[config.mk]
export PLATFORM = sky130hd
export DESIGN_NAME = regfile_wb_ctrl
export DESIGN_NICKNAME = d
export VERILOG_FILES = /design/src/rtl/regfile_wb_ctrl.sv
export SDC_FILE = /design/constraint.sdc
export NUM_CORES = 1
export LEC_CHECK = 0
export ABC_AREA = 1
export CORE_MARGIN = 5
export CORE_UTILIZATION = 30
export DETAILED_ROUTE_END_ITERATION = 8
export PLACE_DENSITY = 0.64
export SLEW_MARGIN = 15
export SYNTH_ARGS = -nofsm -noshare
export SYNTH_HDL_FRONTEND = slang
export SYNTH_SLANG_ARGS = --single-unit
[constraint.sdc]
create_clock -name CLK -period 1.95 [get_ports CLK]
set_input_delay 0.39 -clock CLK [delete_from_list [all_inputs] [get_ports CLK]]
set_output_delay 0.39 -clock CLK [all_outputs]
set_load 0.01 [all_outputs]
[src/rtl/regfile_wb_ctrl.sv]
// regfile_wb_ctrl: register-file write-port controller with post-reset clear and two-requester arbitration
// Ports: CLK/reset (sync, active high); a_*/b_* valid-ready writeback requesters;
// write_en/write_reg_addr/write_reg_data registered register-file write port; busy high during clear.
// Optional macro REGFILE_WB_RR_EN selects round-robin on contention (default: A has fixed priority).
module regfile_wb_ctrl #(
    parameter int W  = 32,
    parameter int AW = 5
) (
    input  logic          CLK,
    input  logic          reset,
    input  logic          a_valid,
    output logic          a_ready,
    input  logic [AW-1:0] a_addr,
    input  logic [W-1:0]  a_data,
    input  logic          b_valid,
    output logic          b_ready,
    input  logic [AW-1:0] b_addr,
    input  logic [W-1:0]  b_data,
    output logic          write_en,
    output logic [AW-1:0] write_reg_addr,
    output logic [W-1:0]  write_reg_data,
    output logic          busy
);
    typedef enum logic {CLEAR, RUN} state_t;
    state_t        state, state_nx;
    logic [AW-1:0] cnt;
    logic          b_wins;
    logic [AW-1:0] sel_addr;
    logic [W-1:0]  sel_data;
`ifdef REGFILE_WB_RR_EN
    // ptr set means B is favoured on the next contended cycle
    logic ptr;
    assign b_wins = !a_valid || ptr;
    always_ff @(posedge CLK) begin
        if (reset)
            ptr <= 1'b0;
        else if (state == RUN && a_valid && b_valid)
            ptr <= !ptr;
    end
`else
    assign b_wins = !a_valid;
`endif
    always_comb begin
        state_nx = (state == CLEAR && cnt == '1) ? RUN : state;
        busy     = (state == CLEAR);
        // grants are void while reset is asserted
        a_ready  = !reset && state == RUN && a_valid && !(b_valid && b_wins);
        b_ready  = !reset && state == RUN && b_valid && b_wins;
        sel_addr = a_ready ? a_addr : b_addr;
        sel_data = a_ready ? a_data : b_data;
    end
    always_ff @(posedge CLK) begin
        if (reset) begin
            state          <= CLEAR;
            cnt            <= '0;
            write_en       <= 1'b0;
            write_reg_addr <= '0;
            write_reg_data <= '0;
        end else begin
            state <= state_nx;
            if (state == CLEAR) begin
                write_en       <= 1'b1;
                write_reg_addr <= cnt;
                write_reg_data <= '0;
                cnt            <= cnt + 1'b1;
            end else if ((a_ready || b_ready) && sel_addr != '0) begin
                write_en       <= 1'b1;
                write_reg_addr <= sel_addr;
                write_reg_data <= sel_data;
            end else begin
                // idle or register-0 transfer: no write, address/data hold
                write_en <= 1'b0;
            end
        end
    end
endmodule
Word-level counts from Yosys, hierarchy flattened. Cells that the tools add are included.

Register bits after elaboration: 44. Output and inout port bits: 41.

Reductions and logical operators: 14. Add/subtract/negate cells: 1. Mux-type cells: 6. Bitwise gates (word level): 1. Eq/ne operators: 2.

Operators with widths (count): 2-to-1 mux 32 bit (1); 2-to-1 mux 5 bit (3); logical AND 1 bit (8); adder 5 x 1 -> 5 bit, second input constant (1); == test 5 bit, second input constant (1); nonzero test 5 bit (1); zero test 1 bit (3); 2-to-1 mux 1 bit (2); != test 2 x 1 -> 1 bit, second input constant (1); OR reduction 2 bit (1); logical OR 1 bit (1); inverter 1 bit (1).

Logic depth before layout (Yosys ltp). Gate-level depths: netlist of the first run.

Word-level depth: 9. Mapped depth: 13. Mapped depth without buffers: 10.

Worst setup path before layout of the first run. OpenSTA, ideal clock, no wires.

Path type: in2reg. Start point: input port reset. End point: register write_reg_data[2]. Data required time: 1.837 ns. Stages on the path: 10. Buffers on the path: 4. Path slack: 0.320 ns. Library setup time: 0.113 ns. Arrival time: 1.517 ns. Cells stage by stage: buf_6 inv_6 nand3_2 buf_6 o21ai_1 nand2_4 buf_8 buf_8 o21ai_1 nor2_1.

Cells in the longest elaborated chain, start to end: 7.

Ends and longest elaborated chain: start: declaration (RTL line 10) `input logic reset,`; zero test 1 bit (RTL line 47, 48); logical AND 1 bit (RTL line 47, 48); logical AND 1 bit (2 in a row) (RTL line 47) `a_ready = !reset && state == RUN && a_valid && !(b_valid && b_wins);`; 2-to-1 mux 5 bit (RTL line 49) `sel_addr = a_ready ? a_addr : b_addr;`; nonzero test 5 bit (RTL line 66) `end else if ((a_ready || b_ready) && sel_addr != '0) begin`; logical AND 1 bit (RTL line 66); end signal: assignment (RTL line 69) `write_reg_data <= sel_data;`; end: declaration (RTL line 21) `output logic [W-1:0] write_reg_data,`.

Several ways; a longest one is shown, not always the timed one. A chain may end at the register's enable or synchronous reset.

Worst setup path after layout of the first run.
Start point: input port a_valid. End point: output port b_ready.

Cells in the longest elaborated chain, start to end: 2.

Ends and longest elaborated chain: start: declaration (RTL line 11) `input logic a_valid,`; zero test 1 bit (RTL line 41) `assign b_wins = !a_valid;`; logical AND 1 bit (RTL line 48) `b_ready = !reset && state == RUN && b_valid && b_wins;`; end: declaration (RTL line 16) `output logic b_ready,`.

No other way between the ends.

==> results of run 1 <==
-- registers in the layout, indices dropped and copies added, names as in the netlist --
signal and flops:
state 1, write_reg_data 32, write_reg_addr 5, cnt 5, write_en 1
-- cells in the mapped netlist --
library cell and number:
o21ai_1 6, a31oi_1 1, inv_2 2, nand2_4 1, nand2_1 115, buf_2 6, buf_8 2, inv_6 1
nand2_2 2, o21ai_0 32, o21ai_2 1, buf_4 1, clkbuf_1 9, inv_1 11, a21oi_1 4, nor2_1 69
nand3_2 6, nor2_2 3, nand4_1 3, dfxtp_1 44, buf_6 2, ha_1 2, nand3_1 5, a21oi_2 4
nor3_1 6
-- through the flow --
step                setup TNS [ns]  power (mW)  hold slack, ns
floorplan                        0       0.999           0.485
detailed placement          -11.05        1.18           0.468
finish                           0        1.75           0.475
CTS                              0        1.78           0.476
global placement            -11.04        1.18           0.462
global route                     0        1.85           0.509
-- worst max-delay path by stage --
stage / endpoint / slack [ns] / cells after the start
CTS: write_reg_addr[4] / 0.007 / 12
finish: b_ready / 0.1 / 4
global route: write_reg_addr[1] / 0.00004 / 11
detailed placement: write_reg_data[0] / -0.31 / 9
floorplan: write_reg_data[2] / 0.32 / 10
global placement: write_reg_data[31] / -0.30 / 9
-- layout make-up --
cell class | instances | area share [%]
inverters | 14 | 1.65
multi-input cells | 260 | 31.7
repair buffers | 136 | 36.4
clock buffers | 8 | 2.48
flip-flops and latches | 44 | 24.3
well taps | 99 | 3.41
-- routing by layer --
| layer | track usage, % | vias up | part of all wire (%) |
|---|---|---|---|
| met1 | 18.1 | 1078 | 42 |
| met3 | 5.39 | 2 | 8.2 |
| li1 | - | 1304 | - |
| met4 | 3.55 | 0 | 0.50 |
| met2 | 25.2 | 69 | 49 |
| met5 | 0 | - | 0 |
-- power groups by stage --
stage / logic [mW] / registers (mW) / clock network [mW]
floorplan: 0.0630 / 0.936 / 0
global placement: 0.245 / 0.936 / 0
detailed placement: 0.245 / 0.936 / 0
CTS: 0.247 / 0.915 / 0.614
global route: 0.269 / 0.917 / 0.661
finish: 0.245 / 0.916 / 0.586
-- worst reg2reg max path, stage by stage (launching register included) --
cell     delay (ns)
dfxtp_1        0.42
nand3_2        0.13
buf_4          0.18
nand2_1        0.05
nand2_1        0.08
nor2_2         0.12
nand3_2        0.08
nand2_4        0.09
buf_4          0.19
nand3_1        0.08
a21oi_1        0.14
-- what timing repair did --
item	4_1_cts	5_1_grt
pin swaps	0	0
gates resized for setup	5	3
setup endpoints to repair	5	29
cloned	0	0
hold endpoints to repair	0	0
hold buffers	0	0
-- cell families (layout without fill, tap and decap cells) --
family	count (synthesis)	count (layout)	synth area share [%]
simple gates	210	210	39.2
compound gates	48	48	11.8
flops	44	44	39.8
buf+inv	34	158	8.19
fa+ha+maj	2	2	1.13
==> impl_metrics.env, run 1 <==
export IMPL_firstDrtPassIters=4
export IMPL_p_sw_share_pct=21.6
export IMPL_min_to="write_reg_addr[3]"
export IMPL_clkPwrFrac_pct=33.6
export IMPL_numCtsBuffers=5
export IMPL_leakage_nw=1.44
export IMPL_syn_nets=418
export IMPL_reg2reg_from="state"
export IMPL_drcViolationCount=0
export IMPL_worst_slack_ns=0.0959
export IMPL_core_area_um2=7210
export IMPL_worst_setup_path_type="input port to output pin"
export IMPL_yosysTopAreaCell="dfxtp_1"
export IMPL_vias_per_cell=4.37
export IMPL_post_route_util_pct=50.3
export IMPL_final_cell_mix="nand2_1, clkdlybuf4s50_1, nor2_1, dfxtp_1, o21ai_0"
export IMPL_final_common_cell="nand2_1"
export IMPL_switching_power_mw=0.377
export IMPL_grt_max_degree=33
export IMPL_slew_violations=0
export IMPL_root_buffer="clkbuf_8"
export IMPL_grt_use_total_pct=15.0
export IMPL_r2r_end="write_reg_addr[1]"
export IMPL_n_antenna_cell=0
export IMPL_syn_area_um2=2210
export IMPL_drt_total_wl_mm=6.79
export IMPL_status="finished clean"
export IMPL_synth_avg_cell_area_um2=6.55
export IMPL_synthTopCellsByArea="dfxtp_1, nand2_1, nor2_1"
export IMPL_cp_arrival_ns=1.46
export IMPL_hp_start="write_reg_addr[3]"
export IMPL_avgRoutedWirePerCell_um=12.1
export IMPL_area_growth_syn_to_layout_pct=63.9
export IMPL_rows=31
export IMPL_powerDensity_nw_per_um2=481
export IMPL_min_period_over_period_pct=95.1
export IMPL_grt_pass1_vias=2366
export IMPL_peakVddDrop_uv=310
export IMPL_grt_pass1_wl_mm=10.8
export IMPL_fin_cells=561
export IMPL_initial_core_util_pct=30.7
export IMPL_synth_seq_cells=44
export IMPL_clockBufferDepth=2
export IMPL_max_cap_violations=0
export IMPL_tightest_slew_ns=0.317
export IMPL_holdCritPathClass="register to register"
export IMPL_detail_route_antenna_nets=0
export IMPL_worstPathRequired_ns=1.56
export IMPL_postCtsSetupRepairBufs=0
export IMPL_htree_levels=2
export IMPL_seq_area_frac_synth_pct=39.8
export IMPL_rsz0062_at_grt="no"
export IMPL_yosysTopAreaCellShare_pct=39.8
export IMPL_drive_gt1_share_pct=9.74
export IMPL_clock_sinks=44
export IMPL_die_x_um=95.9
export IMPL_post_place_ws_ns=-0.313
export IMPL_antenna_found_initial=0
export IMPL_globalplace_congestion=0.829
export IMPL_die_h_um=95.9
export IMPL_num_vias=2453
export IMPL_rr_worst_depth=10
export IMPL_p_int_mw=1.37
export IMPL_io_buffers=118
export IMPL_startpoint="a_valid"
export IMPL_nFillCells=725
export IMPL_reg2reg_slack_ns=0.31
export IMPL_multi_input_area_um2=1150
export IMPL_slowest_delay_ns=0.46
export IMPL_crit_buf_inv=3
export IMPL_seq_area_um2=881
export IMPL_hold_path_cell_count=2
export IMPL_clk_latency_ns=0.29
export IMPL_combinationalPowerShare_pct=14.0
export IMPL_io_pins=119
export IMPL_placed_area_um2=3530
export IMPL_nets=541
export IMPL_post_synth_num_cell_types=25
export IMPL_dp_cells=553
export IMPL_cts_tree="done"
export IMPL_worstSetupStartpointType="input port"
export IMPL_timing_fmax_ghz=0.539
export IMPL_min_period_ns=1.85
export IMPL_cp_top_family="buffers and inverters"
export IMPL_dpl_hpwl_mm=5.28
export IMPL_hold_viol_final=0
export IMPL_gr_total_overflow=0
export IMPL_relSlewSlack_pct=78.7
export IMPL_setup_viol=0
export IMPL_slowest_stage="clkdlybuf4s50_1"
export IMPL_crit_fanout=5
export IMPL_clk_pin_slew_ns=0.08
export IMPL_synth_warning_count=0
export IMPL_fp_dieArea_um2=9200
export IMPL_seq_power_share_pct=52.4
export IMPL_final_area_um2=3630
export IMPL_drt_initial_drc_count=55
export IMPL_skew_ns=0.00735
export IMPL_syn_inst=338
export IMPL_endpoint_kind="output pin"
export IMPL_cp_cell_sequence="clkdlybuf4s50_1 -> buf_4 -> nor3_1 -> dlygate4sd2_1"
(Power assumes the default switching activity.)
==> run 2: changes to the inputs <==
--- a/config.mk
+++ b/config.mk
@@ -11,2 +11,3 @@
 export DETAILED_ROUTE_END_ITERATION = 8
+export GPL_TIMING_DRIVEN = 0
 export PLACE_DENSITY = 0.64
==> constraint.sdc (replaced) <==
create_clock -name CLK -period 1.95 [get_ports CLK]
set_input_delay 0.195 -clock CLK [delete_from_list [all_inputs] [get_ports CLK]]
set_output_delay 0.195 -clock CLK [all_outputs]
set_load 0.01 [all_outputs]
==> run 2 against run 1 <==
  * Critical path depth stayed put
  * Core utilization is 0.24 points lower
  * Clock power is 2% higher
  * Global-route usage is 0.25 points higher
  * Final area is 0.48% lower
  * Critical endpoint is now a_ready
  * Sequential power hardly changed
  * Largest power group unchanged
  * Flip-flop and latch count stayed put
  * Maximum frequency is 1.4% higher
==> impl_metrics.env, run 2 (same netlist as run 1, synthesis figures left out) <==
export IMPL_status="finished clean"
export IMPL_endpoint_kind="output pin"
export IMPL_leakage_nw=1.41
export IMPL_largestRegisters="write_reg_data x32, cnt x5, write_reg_addr x5"
export IMPL_core_area_um2=7210
export IMPL_slew_violations=0
export IMPL_dp_cells=554
export IMPL_drcViolationCount=0
export IMPL_fin_cells=562
export IMPL_rr_worst_depth=11
export IMPL_die_h_um=95.9
export IMPL_powerDensity_nw_per_um2=483
export IMPL_num_vias=2438
export IMPL_n_antenna_cell=0
export IMPL_worstPathRequired_ns=1.75
export IMPL_clockBufferDepth=2
export IMPL_grt_pass1_vias=2389
export IMPL_drive_gt1_share_pct=8.64
export IMPL_worstSetupStartpointType="register"
export IMPL_htree_levels=2
export IMPL_timing_fmax_ghz=0.547
export IMPL_worst_setup_path_type="register to output pin"
export IMPL_slowest_stage="clkdlybuf4s50_1"
export IMPL_grt_pass1_wl_mm=11.0
export IMPL_fp_dieArea_um2=9200
export IMPL_holdCritPathClass="input port to register"
export IMPL_dpl_hpwl_mm=5.40
export IMPL_die_x_um=95.9
export IMPL_globalplace_congestion=0.748
export IMPL_postCtsSetupRepairBufs=0
export IMPL_rows=31
export IMPL_nets=542
export IMPL_cp_cell_sequence="nand3_2 -> inv_4 -> clkbuf_8 -> clkdlybuf4s50_1"
export IMPL_clk_latency_ns=0.30
export IMPL_largest_reg_flops=32
export IMPL_relSlewSlack_pct=66.0
export IMPL_io_pins=119
export IMPL_crit_fanout=10
export IMPL_top_register="write_reg_data"
export IMPL_cp_arrival_ns=1.63
export IMPL_min_period_ns=1.83
export IMPL_cts_tree="done"
export IMPL_tightest_slew_ns=0.507
export IMPL_min_period_over_period_pct=93.8
export IMPL_hold_buffers=0
export IMPL_drt_initial_drc_count=38
export IMPL_gr_total_overflow=0
export IMPL_grt_max_degree=13
export IMPL_antenna_found_initial=0
export IMPL_hold_viol_final=0
export IMPL_hold_path_cell_count=2
export IMPL_avgRoutedWirePerCell_um=12.2
export IMPL_clk_pin_slew_ns=0.09
export IMPL_io_buffers=117
export IMPL_clock_sinks=44
export IMPL_detail_route_antenna_nets=0
export IMPL_post_place_ws_ns=-0.449
export IMPL_peakVddDrop_uv=331
export IMPL_final_common_cell="clkdlybuf4s50_1"
export IMPL_area_growth_syn_to_layout_pct=63.1
export IMPL_setup_viol=0
export IMPL_grt_use_total_pct=15.2
export IMPL_root_buffer="clkbuf_8"
export IMPL_numCtsBuffers=5
export IMPL_final_cell_mix="clkdlybuf4s50_1, nand2_1, nor2_1, dfxtp_1, o21ai_0"
export IMPL_firstDrtPassIters=4
export IMPL_rsz0062_at_grt="no"
export IMPL_drt_total_wl_mm=6.86
export IMPL_skew_ns=0.0121
export IMPL_max_cap_violations=0
export IMPL_worst_slack_ns=0.121
export IMPL_slowest_delay_ns=0.54
export IMPL_reg2reg_slack_ns=0.21
export IMPL_vias_per_cell=4.34
export IMPL_initial_core_util_pct=30.7
run 2: cell types whose count changed in the layout (fill, tap and decap cells not counted), moves of 2 or more:
cell | before | now
buf_2 | 0 | 6
buf_4 | 17 | 1
buf_6 | 0 | 2
clkbuf_1 | 2 | 10
clkdlybuf4s50_1 | 114 | 116
dlygate4sd2_1 | 3 | 1
run 2: final timing paths:
path                                           to              start
worst max-delay path                      a_ready              state
worst min register to register  write_reg_addr[3]  write_reg_addr[3]
worst min-delay path            write_reg_addr[4]              reset
worst max register to register  write_reg_data[5]              state
run 2: final cells by class:
class	instances	area (um^2)
Fill cell	747	3600
Timing Repair Buffer	117	1170
Multi-Input combinational cell	260	1150
Sequential cell	44	882
Buffer	20	134
Tap cell	99	124
Clock buffer	8	90.1
Inverter	14	60.1
run 2: metrics by stage:
stage          util (%)  setup TNS (ns)  power, mW  hold WS (ns)  area [um^2]
2_1_floorplan         -               0      0.999         0.412         2210
4_1_cts            50.0               0       1.77         0.118         3610
3_5_place_dp       48.6           -5.89       1.17         0.437         3510
5_1_grt            50.1               0       1.84         0.114         3610
3_3_place_gp       48.6           -6.23       1.17         0.436         3510
6_report           50.1               0       1.75         0.120         3610
run 2: routing by layer:
layer  up-vias  track usage [%]  part of all wire, %
li1       1305                -                    -
met1      1057             18.3                   41
met2        68             25.9                   50
met3         8             5.63                  8.3
met4         0             3.20                 0.76
met5         -                0                    0
run 2: what timing repair did:
action / 4_1_cts / 5_1_grt
pin swaps: 0 / 0
gates resized for setup: 5 / 2
cloned: 0 / 0
endpoints found under the setup margin: 1 / 1
run 2: worst max-delay path, delay by kind of cell (launching register included):
family / cells / cell delay, ns
flip-flops: 1 / 0.37
AND/OR/NAND/NOR: 1 / 0.12
buffers and inverters: 3 / 0.84
run 2: power breakdown:
part	internal, mW	switching [mW]
Clock	0.290	0.305
Sequential	0.907	0.00721
Combinational	0.168	0.0685
Total	1.36	0.381
